## config.mk

```make
export PLATFORM = sky130hd
export DESIGN_NAME = addsub_seq
export DESIGN_NICKNAME = d
export VERILOG_FILES = /design/src/rtl/addsub_seq.sv
export SDC_FILE = /design/constraint.sdc
export NUM_CORES = 1
export LEC_CHECK = 0
export ABC_CLOCK_PERIOD_IN_PS = 7500
export CAP_MARGIN = 20
export CORE_MARGIN = 10
export CORE_UTILIZATION = 24
export DETAILED_ROUTE_END_ITERATION = 7
export HOLD_SLACK_MARGIN = 0.02
export MAX_ROUTING_LAYER = met4
export SLEW_MARGIN = 20
export SYNTH_ARGS = -nofsm -noshare
export SYNTH_HDL_FRONTEND = slang
export SYNTH_SLANG_ARGS = --single-unit
```

## constraint.sdc

```tcl
create_clock -name clk -period 7.5 [get_ports clk]
set_clock_uncertainty 0.05 [all_clocks]
set_input_delay 1.5 -clock clk [delete_from_list [all_inputs] [get_ports clk]]
set_output_delay 1.5 -clock clk [all_outputs]
set_load 0.05 [all_outputs]
```

## src/rtl/addsub_seq.sv

```systemverilog
// addsub_seq: multi-cycle two's-complement adder/subtractor.
//
// Operands are accepted over a valid/ready handshake. The sum is then built
// CHUNK bits per cycle, and the carry between chunks is held in a register.
// After N = WIDTH/CHUNK compute cycles, the result and the carry, overflow
// and zero flags are presented over a second valid/ready handshake.
//
// Parameters:
//   WIDTH  operand/result width in bits (>= 2)
//   CHUNK  bits processed per cycle; must divide WIDTH exactly
//
// Ports:
//   clk, rst_n        clock (rising edge), asynchronous active-low reset
//   in_valid/in_ready operand handshake; a, b and sub are sampled on accept
//   sub               0 = a + b, 1 = a - b
//   out_valid/out_ready result handshake
//   y                 result, modulo 2^WIDTH
//   carry             carry-out of bit WIDTH-1 (for sub: 1 = no borrow)
//   overflow          signed overflow
//   zero              y == 0
//
// Optional feature macro: ADDSUB_SAT_EN
//   When defined, a signed overflow makes y saturate to the signed limit,
//   which is chosen by the sign of operand A.

module addsub_seq #(
    parameter int unsigned WIDTH = 32,
    parameter int unsigned CHUNK = 8
) (
    input  logic             clk,
    input  logic             rst_n,
    input  logic             in_valid,
    output logic             in_ready,
    input  logic             sub,
    input  logic [WIDTH-1:0] a,
    input  logic [WIDTH-1:0] b,
    output logic             out_valid,
    input  logic             out_ready,
    output logic [WIDTH-1:0] y,
    output logic             carry,
    output logic             overflow,
    output logic             zero
);

    localparam int unsigned N     = WIDTH / CHUNK;
    localparam int unsigned IDX_W = (N > 1) ? $clog2(N) : 1;

    typedef enum logic [1:0] {
        IDLE = 2'd0,
        CALC = 2'd1,
        DONE = 2'd2
    } state_t;

    state_t             state;
    logic [WIDTH-1:0]   a_r;       // shifts right by CHUNK each cycle
    logic [WIDTH-1:0]   b_r;       // shifts right by CHUNK each cycle
    logic               sub_r;
    logic               carry_r;   // carry between chunks
    logic [IDX_W-1:0]   idx;
    logic [WIDTH-1:0]   acc;       // partial result, filled from the top

    logic [CHUNK-1:0]   b_eff_c;
    logic [CHUNK:0]     sum_c;
    logic [WIDTH-1:0]   res_c;
    logic               ovf_c;
    logic [WIDTH-1:0]   y_fin_c;
    logic               last_c;

    // Chunk adder. The low chunk of the shifting operands is always the
    // current chunk.
    always_comb begin
        b_eff_c = sub_r ? ~b_r[CHUNK-1:0] : b_r[CHUNK-1:0];
        sum_c   = {1'b0, a_r[CHUNK-1:0]} + {1'b0, b_eff_c}
                + {{CHUNK{1'b0}}, carry_r};
        // The new chunk enters at the top, and earlier chunks move down.
        res_c   = WIDTH'({sum_c[CHUNK-1:0], acc} >> CHUNK);
        last_c  = (idx == IDX_W'(N - 1));
        // Overflow compares the sign bits. This matches carry-in(MSB) XOR
        // carry-out(MSB), and it is valid only on the last chunk.
        ovf_c   = (a_r[CHUNK-1] == b_eff_c[CHUNK-1])
               && (sum_c[CHUNK-1] != a_r[CHUNK-1]);
`ifdef ADDSUB_SAT_EN
        if (ovf_c) begin
            y_fin_c = a_r[CHUNK-1] ? {1'b1, {(WIDTH-1){1'b0}}}
                                   : {1'b0, {(WIDTH-1){1'b1}}};
        end else begin
            y_fin_c = res_c;
        end
`else
        y_fin_c = res_c;
`endif
    end

    // Control FSM and datapath registers.
    always_ff @(posedge clk or negedge rst_n) begin
        if (!rst_n) begin
            state     <= IDLE;
            in_ready  <= 1'b1;
            out_valid <= 1'b0;
            y         <= '0;
            carry     <= 1'b0;
            overflow  <= 1'b0;
            zero      <= 1'b0;
            a_r       <= '0;
            b_r       <= '0;
            sub_r     <= 1'b0;
            carry_r   <= 1'b0;
            idx       <= '0;
            acc       <= '0;
        end else begin
            case (state)
                IDLE: begin
                    if (in_valid && in_ready) begin
                        a_r      <= a;
                        b_r      <= b;
                        sub_r    <= sub;
                        carry_r  <= sub;   // +1 that completes ~b for subtract
                        idx      <= '0;
                        in_ready <= 1'b0;
                        state    <= CALC;
                    end
                end
                CALC: begin
                    a_r     <= a_r >> CHUNK;
                    b_r     <= b_r >> CHUNK;
                    carry_r <= sum_c[CHUNK];
                    acc     <= res_c;
                    idx     <= idx + IDX_W'(1);
                    if (last_c) begin
                        y         <= y_fin_c;
                        carry     <= sum_c[CHUNK];
                        overflow  <= ovf_c;
                        zero      <= (y_fin_c == '0);
                        out_valid <= 1'b1;
                        state     <= DONE;
                    end
                end
                DONE: begin
                    if (out_ready) begin
                        out_valid <= 1'b0;
                        in_ready  <= 1'b1;
                        state     <= IDLE;
                    end
                end
                default: begin
                    state     <= IDLE;
                    in_ready  <= 1'b1;
                    out_valid <= 1'b0;
                end
            endcase
        end
    end

endmodule
```

==> results by group, run 1 <==
Routing
  • Vias/cell: 4.19
  • First-pass DRT Iterations: 6
  • M1 wire length: 6390 um
  • Vias: 3977
  • Routed WL: 13800 um
  • Antenna-violating nets left: 0
  • WL met3: 1130 um
  • First-iteration detailed-routing DRC count: 279
  • Per-cell routed wire length: 14.5 um
  • Top Layer Used: met4
  • Met2 Wirelength: 6030 um
  • DRC viols: 0

Final layout
  • Final core utilization: 0.329
  • Area of the multi-input gates: 2290 um2
  • Most common cell after layout, fill and taps aside: dfrtp_1
  • Area grow syn2layout: 35.1%
  • Final Instance Count excl. Fillers: 949
  • Fin area: 7720 um2
  • Reg area: 3280 um2
  • Fillers: 2437
  • Nets@finish: 694
  • Most frequent cells in the layout: dfrtp_1 (130), nand2_1 (121), clkdlybuf4s50_1 (104)
  • Layout cells sized above 1: 0.108

Global route
  • Number of global-route vias before repair: 4174
  • Total gr overflow: 0
  • Global-route wire length before repair: 22200 um
  • Total Routing Usage GR: 0.0941
  • Antenna violations before repair: 2
  • Largest net degree at the start of global routing: 116

Critical path
  • Crit path capture type: output pin
  • R2R Path End: y[12]
  • FF-to-FF Start: state[0]
  • Crit path buffers/inverters: 1
  • Peak per-stage delay on the critical path: 0.81 ns
  • R2R depth: 4
  • Critical Path RT: 5.95 ns
  • Top cell family by delay on the critical path: buffers and inverters
  • Startpoint types: flop
  • Crit-path cells: clkdlybuf4s50_1
  • Crit-path max FO: 5
  • Arrival @ worst endpoint: 1.79 ns
  • Kind of critical path: flop to output pin
  • Slowest CP cell: clkdlybuf4s50_1
  • Reg2Reg Setup Slack: 4.20 ns

STA
  • Setup_tns: 0 ns
  • Final hold viol count: 0
  • Worst-Margin Slew: 0.939 ns
  • Setup violators final: 0
  • Period minus WS final: 3.34 ns
  • RSZ-0062 raised after global routing: false
  • Relative slew slack: 0.372
  • Max Fclk: 299 MHz
  • Fin crit share: 0.446
  • PnR worst setup slack: 4.16 ns
  • Hold slack: 0.428 ns
  • Slew Viols, Final: 0

Placement
  • PortBufs: 105
  • Placer congestion estimate: 0.778
  • Placed Instances: 914
  • Post-DP Area: 7080 um2
  • Hpwl dp: 9650 um
  • Pre-CTS WS: 4.07 ns

Synth
  • Mux cell area share after synthesis: 0.133
  • Synth Area in Compound Gates: 0.110
  • Main combinational cell family by area after synthesis: multiplexers
  • Mapped Nets: 596
  • Post-synthesis simple-gate area fraction: 0.105
  • Cells after Synth: 517
  • Post-synthesis adder-cell area fraction: 0.0245
  • Mapped Area: 5710 um2
  • Post-synthesis sequential area ratio: 0.574
  • Synth cell types: 39
  • Yosys reg bits: 131
  • Xor and xnor area share after synthesis: 0.0215
  • Syn Area/Cell: 11.0 um2
  • Synthesis warning total: 0

Die
  • Initial Util: 0.243
  • Vert. Die Dim: 174 um
  • Die width: 174 um
  • Core area: 23500 um2
  • # rows: 56
  • Die area: 30400 um2
  • IO Pins: 106

Power and ir drop
  • Peak VDD IR: 165 uV
  • Leak pwr: 3.41 nW
  • Total power: 3.51 mW
  • Pwr Density: 455 nW/um2

CTS
  • Hold buffer count at cts: 0
  • CTS Buf Count: 17
  • Root Driver: clkbuf_16
  • H-tree depth: 4
  • CTS-repair resized insts: 0
  • CTS tree: built
  • Longest Clk Path Bufs: 2
  • Worst skew pair latency: 0.42 ns
  • # Post-CTS Setup Buffers: 0
  • Clk sinks: 131
  • Clk slew on worst S/H paths: 0.06 ns

Hold path
  • End of the worst hold path: a_r[0]
  • WHS Path Cells: 2
  • Min-delay worst type: flop to flop
  • HP Start: a_r[0]

Outcome
  • Status: complete, no violations

Run
  • Max-cap violations: 0
worst register-to-register path, delay by kind of cell, from the launching register on:
kind	cells	cell delay, ns
buf+inv	1	0.76
mux	1	0.57
simple gates	2	1.29
flops	1	0.53
cells in the mapped netlist:
library cell / number / area [um2]
a211oi_2: 1 / 12.5
a21o_1: 2 / 15.0
buf_2: 11 / 55.1
mux2_2: 24 / 270
mux2i_1: 48 / 480
or4_1: 1 / 7.51
xor2_1: 10 / 87.6
dfstp_2: 1 / 26.3
o311ai_1: 1 / 8.76
o31ai_1: 3 / 22.5
nor4_1: 5 / 31.3
inv_1: 6 / 22.5
nand3_1: 1 / 5.00
nand2_1: 122 / 458
buf_4: 6 / 45.0
mux2_1: 1 / 11.3
o21ai_1: 1 / 5.00
nand4_1: 2 / 12.5
fa_1: 2 / 40.0
a32o_2: 1 / 11.3
nand2_2: 1 / 6.26
dfrtp_1: 130 / 3250
nor2_1: 7 / 26.3
and4_1: 1 / 8.76
nor4bb_1: 1 / 10.0
a21oi_1: 7 / 35.0
a22o_1: 17 / 149
o21bai_1: 1 / 7.51
nor2b_1: 1 / 6.26
a22oi_1: 1 / 7.51
xnor2_1: 4 / 35.0
o21a_1: 1 / 7.51
clkbuf_1: 14 / 52.6
o21ai_0: 68 / 340
ha_1: 8 / 100
nand2b_1: 2 / 12.5
nor3_1: 2 / 10.0
o22a_1: 1 / 8.76
and3_2: 1 / 7.51
sequential cells by signal, indices dropped and copies added, names as in the netlist:
register / cells
in_ready: 1
state: 2
b_r: 32
out_valid: 1
y: 32
idx: 2
overflow: 1
zero: 1
carry_r: 1
a_r: 32
acc: 24
sub_r: 1
carry: 1
metal layers:
| layer | vias up | GRT usage |
|---|---|---|
| met1 | 1861 | 0.115 |
| met3 | 20 | 0.0423 |
| met2 | 107 | 0.133 |
| met5 | - | - |
| li1 | 1989 | - |
| met4 | 0 | 0.0385 |
cell type report:
class                   instances  share of cell area
repair buffers                110               0.145
flip-flops and latches        131               0.425
well taps                     319              0.0517
clock inverters                13              0.0227
clock buffers                  19              0.0561
multi-input cells             349               0.296
diodes                          2            0.000648
inverters                       6             0.00292
worst max-delay path by stage:
stage | startpoint | end | slack (ns) | cells past startpoint
CTS | state[0] | y[12] | 4.12 | 4
detailed placement | in_valid | carry_r | 4.07 | 5
global placement | in_valid | carry_r | 4.03 | 5
floorplan | sub_r | zero | 4.80 | 10
global route | state[0] | y[12] | 3.92 | 4
finish | in_ready | in_ready | 4.16 | 1
power by group:
group          switching, mW  internal [mW]
combinational          0.857          0.582
clock                  0.328          0.528
sequential             0.211           1.00
total                   1.40           2.11
kinds of logic after synthesis:
| logic type | after synthesis |
|---|---|
| buffers and inverters | 37 |
| XOR/XNOR | 14 |
| AND/OR/NAND/NOR | 147 |
| AO/OA/AOI/OAI | 105 |
| flip-flops | 131 |
| multiplexers | 73 |
| adder cells (fa/ha/maj) | 10 |
Power figures use the tool's default switching activity.
==> run 2, diff against run 1 <==
--- a/config.mk
+++ b/config.mk
@@ -5,7 +5,7 @@
 export SDC_FILE = /design/constraint.sdc
 export NUM_CORES = 1
 export LEC_CHECK = 0
-export ABC_CLOCK_PERIOD_IN_PS = 7500
+export ABC_CLOCK_PERIOD_IN_PS = 3250
 export CAP_MARGIN = 20
 export CORE_MARGIN = 10
 export CORE_UTILIZATION = 24
==> constraint.sdc (replaced) <==
create_clock -name clk -period 3.25 [get_ports clk]
set_clock_uncertainty 0.05 [all_clocks]
set_input_delay 0.65 -clock clk [delete_from_list [all_inputs] [get_ports clk]]
set_output_delay 0.65 -clock clk [all_outputs]
set_load 0.05 [all_outputs]
==> results by group, run 2 (same netlist as run 1, synthesis figures left out) <==
Critical path
  • R2R depth: 9 (was 4)
  • Crit path capture type: flop (was output pin)
  • Top cell family by delay on the critical path: adder cells (was buffers and inverters)
  • Critical Path RT: 3.51 ns (was 5.95 ns)
  • Arrival @ worst endpoint: 3.03 ns (was 1.79 ns)
  • Most used cell, CP: fa_1
  • Peak per-stage delay on the critical path: 0.57 ns (was 0.81 ns)
  • Crit-path cells: xnor2_1, fa_1, fa_1, nand2b_1, a21oi_1, or4_1, o311ai_1, and4_1, a32o_2 (was clkdlybuf4s50_1)
  • Startpoint types: flop (unchanged)
  • Worst path depth: 9 (was 1)
  • Slowest CP cell: dfrtp_1 (was clkdlybuf4s50_1)
  • Crit path buffers/inverters: 0 (was 1)
  • Kind of critical path: flop to flop (was flop to output pin)
  • Crit-path max FO: 9 (was 5)
  • Reg2Reg Setup Slack: 0.47 ns (was 4.20 ns)

Final layout
  • Nets@finish: 696 (was 694)
  • Biggest regs: a_r: 32 flops, b_r: 32 flops, y: 32 flops (unchanged)
  • Most common cell after layout, fill and taps aside: dfrtp_1 (unchanged)
  • Final Instance Count excl. Fillers: 952 (was 949)
  • Final core utilization: 0.328 (was 0.329)
  • Most frequent cells in the layout: dfrtp_1 (130), nand2_1 (120), clkdlybuf4s50_1 (104) (was dfrtp_1 (130), nand2_1 (121), clkdlybuf4s50_1 (104))
  • Layout cells sized above 1: 0.116 (was 0.108)
  • Area grow syn2layout: 35.0% (was 35.1%)

STA
  • Relative slew slack: 0.533 (was 0.372)
  • Slew Viols, Final: 0 (unchanged)
  • Worst-Margin Slew: 0.700 ns (was 0.939 ns)
  • Setup violators final: 0 (unchanged)
  • RSZ-0062 raised after global routing: false (unchanged)
  • Final hold viol count: 0 (unchanged)
  • Fin crit share: 0.854
  • Setup_tns: 0 ns (unchanged)
  • Period minus WS final: 2.78 ns
  • Max Fclk: 360 MHz
  • PnR worst setup slack: 0.473 ns (was 4.16 ns)

Power and ir drop
  • Peak VDD IR: 361 uV (was 165 uV)
  • Leak pwr: 3.40 nW (was 3.41 nW)
  • Pwr Density: 1030 nW/um2 (was 455 nW/um2)
  • Total power: 7.97 mW (was 3.51 mW)

CTS
  • CTS Buf Count: 17 (unchanged)
  • Hold buffer count at cts: 0 (unchanged)
  • Worst skew pair latency: 0.42 ns (about the same)
  • Clk sinks: 131 (unchanged)
  • H-tree depth: 4 (unchanged)
  • Clk slew on worst S/H paths: 0.06 ns (about the same)
  • # Post-CTS Setup Buffers: 0 (unchanged)
  • CTS tree: built (unchanged)
  • Root Driver: clkbuf_16 (unchanged)
  • CTS-repair resized insts: 0 (unchanged)
  • Longest Clk Path Bufs: 2 (unchanged)

Die
  • Vert. Die Dim: 174 um (unchanged)
  • Die area: 30400 um2 (unchanged)
  • Core area: 23500 um2 (unchanged)
  • Die width: 174 um (unchanged)
  • # rows: 56 (unchanged)
  • Initial Util: 0.243 (unchanged)
  • IO Pins: 106 (unchanged)

Placement
  • Pre-CTS WS: 0.468 ns (was 4.07 ns)
  • Placed Instances: 917 (was 914)
  • Hpwl dp: 9910 um (was 9650 um)
  • PortBufs: 105 (unchanged)
  • Placer congestion estimate: 0.734 (was 0.778)

Hold path
  • Min-delay worst type: input pin to asynchronous set/reset pin (was flop to flop)

Routing
  • First-pass DRT Iterations: 6 (unchanged)
  • DRC viols: 0 (unchanged)
  • Vias/cell: 4.18 (was 4.19)
  • Antenna-violating nets left: 0 (unchanged)
  • First-iteration detailed-routing DRC count: 182 (was 279)
  • Routed WL: 13900 um (was 13800 um)
  • Vias: 3975 (was 3977)
  • Per-cell routed wire length: 14.6 um (was 14.5 um)

Global route
  • Total gr overflow: 0 (unchanged)
  • Global-route wire length before repair: 22100 um (was 22200 um)
  • Number of global-route vias before repair: 3983 (was 4174)
  • Total Routing Usage GR: 0.0940 (was 0.0941)
  • Antenna violations before repair: 3 (was 2)
  • Largest net degree at the start of global routing: 67 (was 116)

Outcome
  • Status: complete, no violations (unchanged)

Run
  • Max-cap violations: 0 (unchanged)
run 2: power by group:
part           total, mW  leakage, nW  internal, mW  switching, mW
Sequential          2.81         1.69          2.32          0.496
Combinational       3.32         1.44          1.34           1.97
Clock               1.84        0.273          1.08          0.760
run 2: area by class of cell:
| type | count | area, um2 |
|---|---|---|
| clock buffer | 18 | 439 |
| antenna | 3 | 7.51 |
| timing repair buffer | 112 | 1140 |
| tap | 319 | 399 |
| clock inverter | 14 | 129 |
| sequential | 131 | 3280 |
| inverter | 6 | 22.5 |
| multi-input combinational | 349 | 2290 |
| fill | 2435 | 15800 |
run 2: routing by layer:
metal / global-route usage / part of all wire / vias to the layer above
li1: - / - / 1999
met1: 0.120 / 0.49 / 1857
met2: 0.131 / 0.43 / 97
met3: 0.0377 / 0.066 / 22
met4: 0.0342 / 0.015 / 0
met5: - / 0 / -
run 2: final timing paths:
kind                          from       end
max                          sub_r      zero
min                          rst_n     y[23]
max reg2reg                  sub_r      zero
min reg2reg                b_r[10]   b_r[10]
max in group asynchronous    rst_n  in_ready
min in group clk           b_r[10]   b_r[10]
run 2: metrics by stage:
stage	hold slack (ns)	cell area, um2
after global routing	0.205	7710
after detailed placement	0.420	7130
final	0.177	7710
after global placement	0.410	7130
after CTS	0.192	7700
after floorplan	0.304	5710
==> variant 1 (flow settings as in run 1) <==
`CHUNK`: 8 -> 4.
--- a/src/rtl/addsub_seq.sv
+++ b/src/rtl/addsub_seq.sv
@@ -27,3 +27,3 @@
     parameter int unsigned WIDTH = 32,
-    parameter int unsigned CHUNK = 8
+    parameter int unsigned CHUNK = 4
 ) (
Function: changed (a bounded check fails within 10 cycles, from zero or initial values and one cycle with rst_n low).
==> variant 1 against run 1 <==
Combinational power is 20% lower; utilization is 0.70 points lower; cell count is 1.2% higher; sequential cell count is 5 higher; power is 7.0% lower; die area is 5.0% higher; synthesized area is 5.7% higher; global-route usage is 0.17 points lower; design area is 2.3% higher; wire length is 2.7% higher; worst setup slack worse by 32 ps; critical endpoint unchanged; largest power group is now sequential cells; highest routed layer unchanged.
==> variant 1: results (changes against run 1) <==
metric	value	unit	change
drt_first_pass_iters	4		was 6
post_synth_fa_ha_maj_area_fraction	0.0191		was 0.0245
global_route.usage.met3	0.0372		was 0.0423
layout.buffer.nonclock.area_share	0.137		was 0.145
grt_start_max_net_pins	120		was 116
layout-drive-gt1-share	0.111		was 0.108
hpwl	9.71	mm	was 9.65 mm
synth.ff_latch_count	136		was 131
synth.cells.most_frequent	142 x sky130_fd_sc_hd__nand2_1, 135 x sky130_fd_sc_hd__dfrtp_1, 56 x sky130_fd_sc_hd__mux2i_1		was 130 x sky130_fd_sc_hd__dfrtp_1, 122 x sky130_fd_sc_hd__nand2_1, 68 x sky130_fd_sc_hd__o21ai_0
fp.coreArea	0.0245	mm²	was 0.0235 mm²
globalRouteMet2Util	0.135		was 0.133
track_usage	0.0924		was 0.0941
total_leakage_power	3.59	nW	was 3.41 nW
initial_antenna_violation_count	6		was 2
max_stage_delay	830	ps	was 810 ps
drt_iter0_drc	201		was 279
layout.comb_gates.multi_input	348		was 349
status	completed		unchanged
dp_area	0.00725	mm²	was 0.00708 mm²
worstHoldStart	y[28]		was a_r[0]
reg2reg_setup_slack	4380	ps	was 4200 ps
worst-r2r-cell-count	5		was 4
finalWorstPathRequiredPeriod	3370	ps	was 3340 ps
via_density_per_instance	4.12		was 4.19
route.met2.wl	6.04	mm	was 6.03 mm
hold-worst-slack	431	ps	was 428 ps
multi_input_comb_area	0.00234	mm²	was 0.00229 mm²
worst_r2r_startpoint	state[1]		was state[0]
synth_mux_area_frac	0.163		was 0.133
dp_cells	923		was 914
groute.layer.met1.usage	0.116		was 0.115
post_synth_num_cell_types	38		was 39
worst_slew_margin_rel	0.374		was 0.372
mappedNetlistNets	600		was 596
grt_pass1_wl	22.2	mm	about the same
grt_pass1_vias	4158		was 4174
fin_nets	695		was 694
antennaDiodeCount	5		was 2
wl_per_cell	14.7	µm	was 14.5 µm
synth_xor_area_frac	0.0102		was 0.0215
sh_seq_area	0.431		was 0.425
synth-seq-area-share	0.564		was 0.574
n_fill_cell	2558		was 2437
post_synth.cell_area_avg	11.5	µm²	was 11.0 µm²
inverters_non_clock	7		was 6
-- variant 1: cell types whose count changed after synthesis, moves of 8 or more --
cell / change
sky130_fd_sc_hd__nand2_1: +20
sky130_fd_sc_hd__mux2_2: -21
sky130_fd_sc_hd__mux2_4: +26
sky130_fd_sc_hd__o21ai_0: -54
sky130_fd_sc_hd__mux2i_1: +8
sky130_fd_sc_hd__o21ai_1: +53
-- variant 1: cells by family (layout without fill, tap and decap cells) --
logic type,after synthesis,in the layout
compound gates,90,90
xor+xnor,7,7
fa+ha+maj,8,8
buf+inv,39,147
flops,136,136
mux,85,85
other cells,0,5
simple gates,158,158
-- variant 1: power by group --
part           switching [mW]  leakage (nW)  total [mW]  internal [mW]
logic                   0.667          1.53        1.15          0.479
clock network           0.331         0.294       0.892          0.560
registers               0.203          1.76        1.23           1.03
==> variant 2 (config.mk and constraints of run 1) <==
Without the edit above. Make the reset (`rst_n`) synchronous in one clocked block. Comments in the files are not updated.
--- a/src/rtl/addsub_seq.sv
+++ b/src/rtl/addsub_seq.sv
@@ -94,3 +94,3 @@
     // Control FSM and datapath registers.
-    always_ff @(posedge clk or negedge rst_n) begin
+    always_ff @(posedge clk) begin
         if (!rst_n) begin
Check against the original RTL: differs if rst_n is asserted again (counterexample within 4 cycles, from zero or initial values and one cycle with rst_n low); with rst_n held inactive, the same outputs for 10 cycles.
==> variant 2 against run 1 <==
Global-route usage rose by 1.4 points; synthesized area fell by 6.6%; design area fell by 6.2%; worst setup slack got worse by 280 ps; sequential cell count did not move; synthesized cell count rose by 29%; wire length rose by 11%; register-to-register slack improved by 110 ps; critical path type is now in2reg; critical endpoint is now zero; largest cell class unchanged; highest routed layer unchanged.
Power is not compared: it rests on default switching activity, and its combinational part moved more than twofold at a synthesized area within 25%.
==> variant 2: results (changes against run 1) <==
metric	value	unit	change
dominantRegCellSynth	sky130_fd_sc_hd__dfxtp_1		was sky130_fd_sc_hd__dfrtp_1
grt_start_max_net_pins	98		was 116
worst_r2r_startpoint	sub_r		was state[0]
antennaDiodeCount	3		was 2
synthCells	669		was 517
synth-seq-area-share	0.491		was 0.574
route.met2.wl	6.64	mm	was 6.03 mm
mappedNetlistNets	748		was 596
worstHoldStart	y[13]		was a_r[0]
track_usage	0.108		was 0.0941
layout-drive-gt1-share	0.0567		was 0.108
dp_area	0.00660	mm²	was 0.00708 mm²
final_wtd_congestion	0.765		was 0.778
fraction_of_area_in_multi_input_gates	0.346		was 0.296
grt_pass1_wl	24.3	mm	was 22.2 mm
layout.buffer.nonclock.area_share	0.150		was 0.145
critical_path.max_fanout	38		was 5
design_area	0.00724	mm²	was 0.00772 mm²
reg2reg_setup_slack	4310	ps	was 4200 ps
worst-r2r-cell-count	8		was 4
hpwl	10.4	mm	was 9.65 mm
yosys-top-cells-area	sky130_fd_sc_hd__dfxtp_1 49%, sky130_fd_sc_hd__nand2_1 14%, sky130_fd_sc_hd__a311oi_1 7.9%		was sky130_fd_sc_hd__dfrtp_1 57%, sky130_fd_sc_hd__mux2i_1 8.4%, sky130_fd_sc_hd__nand2_1 8.0%
dp_cells	1007		was 914
inverters_non_clock	8		was 6
grt_pass1_vias	4626		was 4174
routed-via-count	4712		was 3977
post_synth_num_cell_types	37		was 39
fin_util	0.332		was 0.329
post_synth_fa_ha_maj_area_fraction	0.0263		was 0.0245
synth_mux_area_frac	0		was 0.133
synth_compound_area_frac	0.187		was 0.110
n_fill_cell	2312		was 2437
status	completed		unchanged
crit-reg2reg-capture	zero		was y[12]
arrival	3940	ps	was 1790 ps
area_share_clock_buf_inv	0.0881		was 0.0788
wl_per_cell	14.6	µm	was 14.5 µm
fin_nets	825		was 694
critical_path.top_delay_family	simple AND/OR/NAND/NOR gates		was buffers and inverters
drt_iter0_drc	314		was 279
sh_seq_area	0.362		was 0.425
variant 2: changes by cell type after synthesis, moves of 50 or more:
cell	change
sky130_fd_sc_hd__a21oi_1	+50
sky130_fd_sc_hd__o21ai_0	-63
sky130_fd_sc_hd__dfrtp_1	-130
sky130_fd_sc_hd__dfxtp_1	+131
sky130_fd_sc_hd__nor2_1	+79
sky130_fd_sc_hd__nand2_1	+75
variant 2: worst max-delay path by stage:
stage | startpoint | cells after the start | end
finish | rst_n | 7 | zero
global route | rst_n | 7 | zero
CTS | rst_n | 7 | zero
detailed placement | rst_n | 7 | zero
global placement | rst_n | 7 | zero
floorplan | sub_r | 9 | zero
variant 2: per-layer routing:
| metal | GRT usage | up-vias |
|---|---|---|
| li1 | - | 2452 |
| met1 | 0.131 | 2119 |
| met2 | 0.159 | 123 |
| met3 | 0.0445 | 18 |
| met4 | 0.0390 | 0 |
| met5 | - | - |
variant 2: worst min-delay path: stages, from the launching register on:
cell	delay, ps
sky130_fd_sc_hd__dfxtp_1	300
sky130_fd_sc_hd__nand2_1	50
sky130_fd_sc_hd__a21oi_1	50
variant 2: stage by stage:
stage | hold slack [ps] | power [mW] | worst slack, ps
after floorplan | 394 | 0.967 | 4500
after global placement | 395 | 1.06 | 3510
after detailed placement | 399 | 1.07 | 3470
after CTS | 406 | 1.96 | 3900
after global routing | 425 | 2.03 | 3740
final | 402 | 1.94 | 3880
variant 2: power by group through the flow:
stage / combinational (mW) / sequential, mW / clock, mW
final: 0.275 / 0.774 / 0.891
after global routing: 0.311 / 0.780 / 0.934
after CTS: 0.280 / 0.775 / 0.907
after detailed placement: 0.278 / 0.789 / 0
after global placement: 0.276 / 0.788 / 0
after floorplan: 0.187 / 0.780 / 0
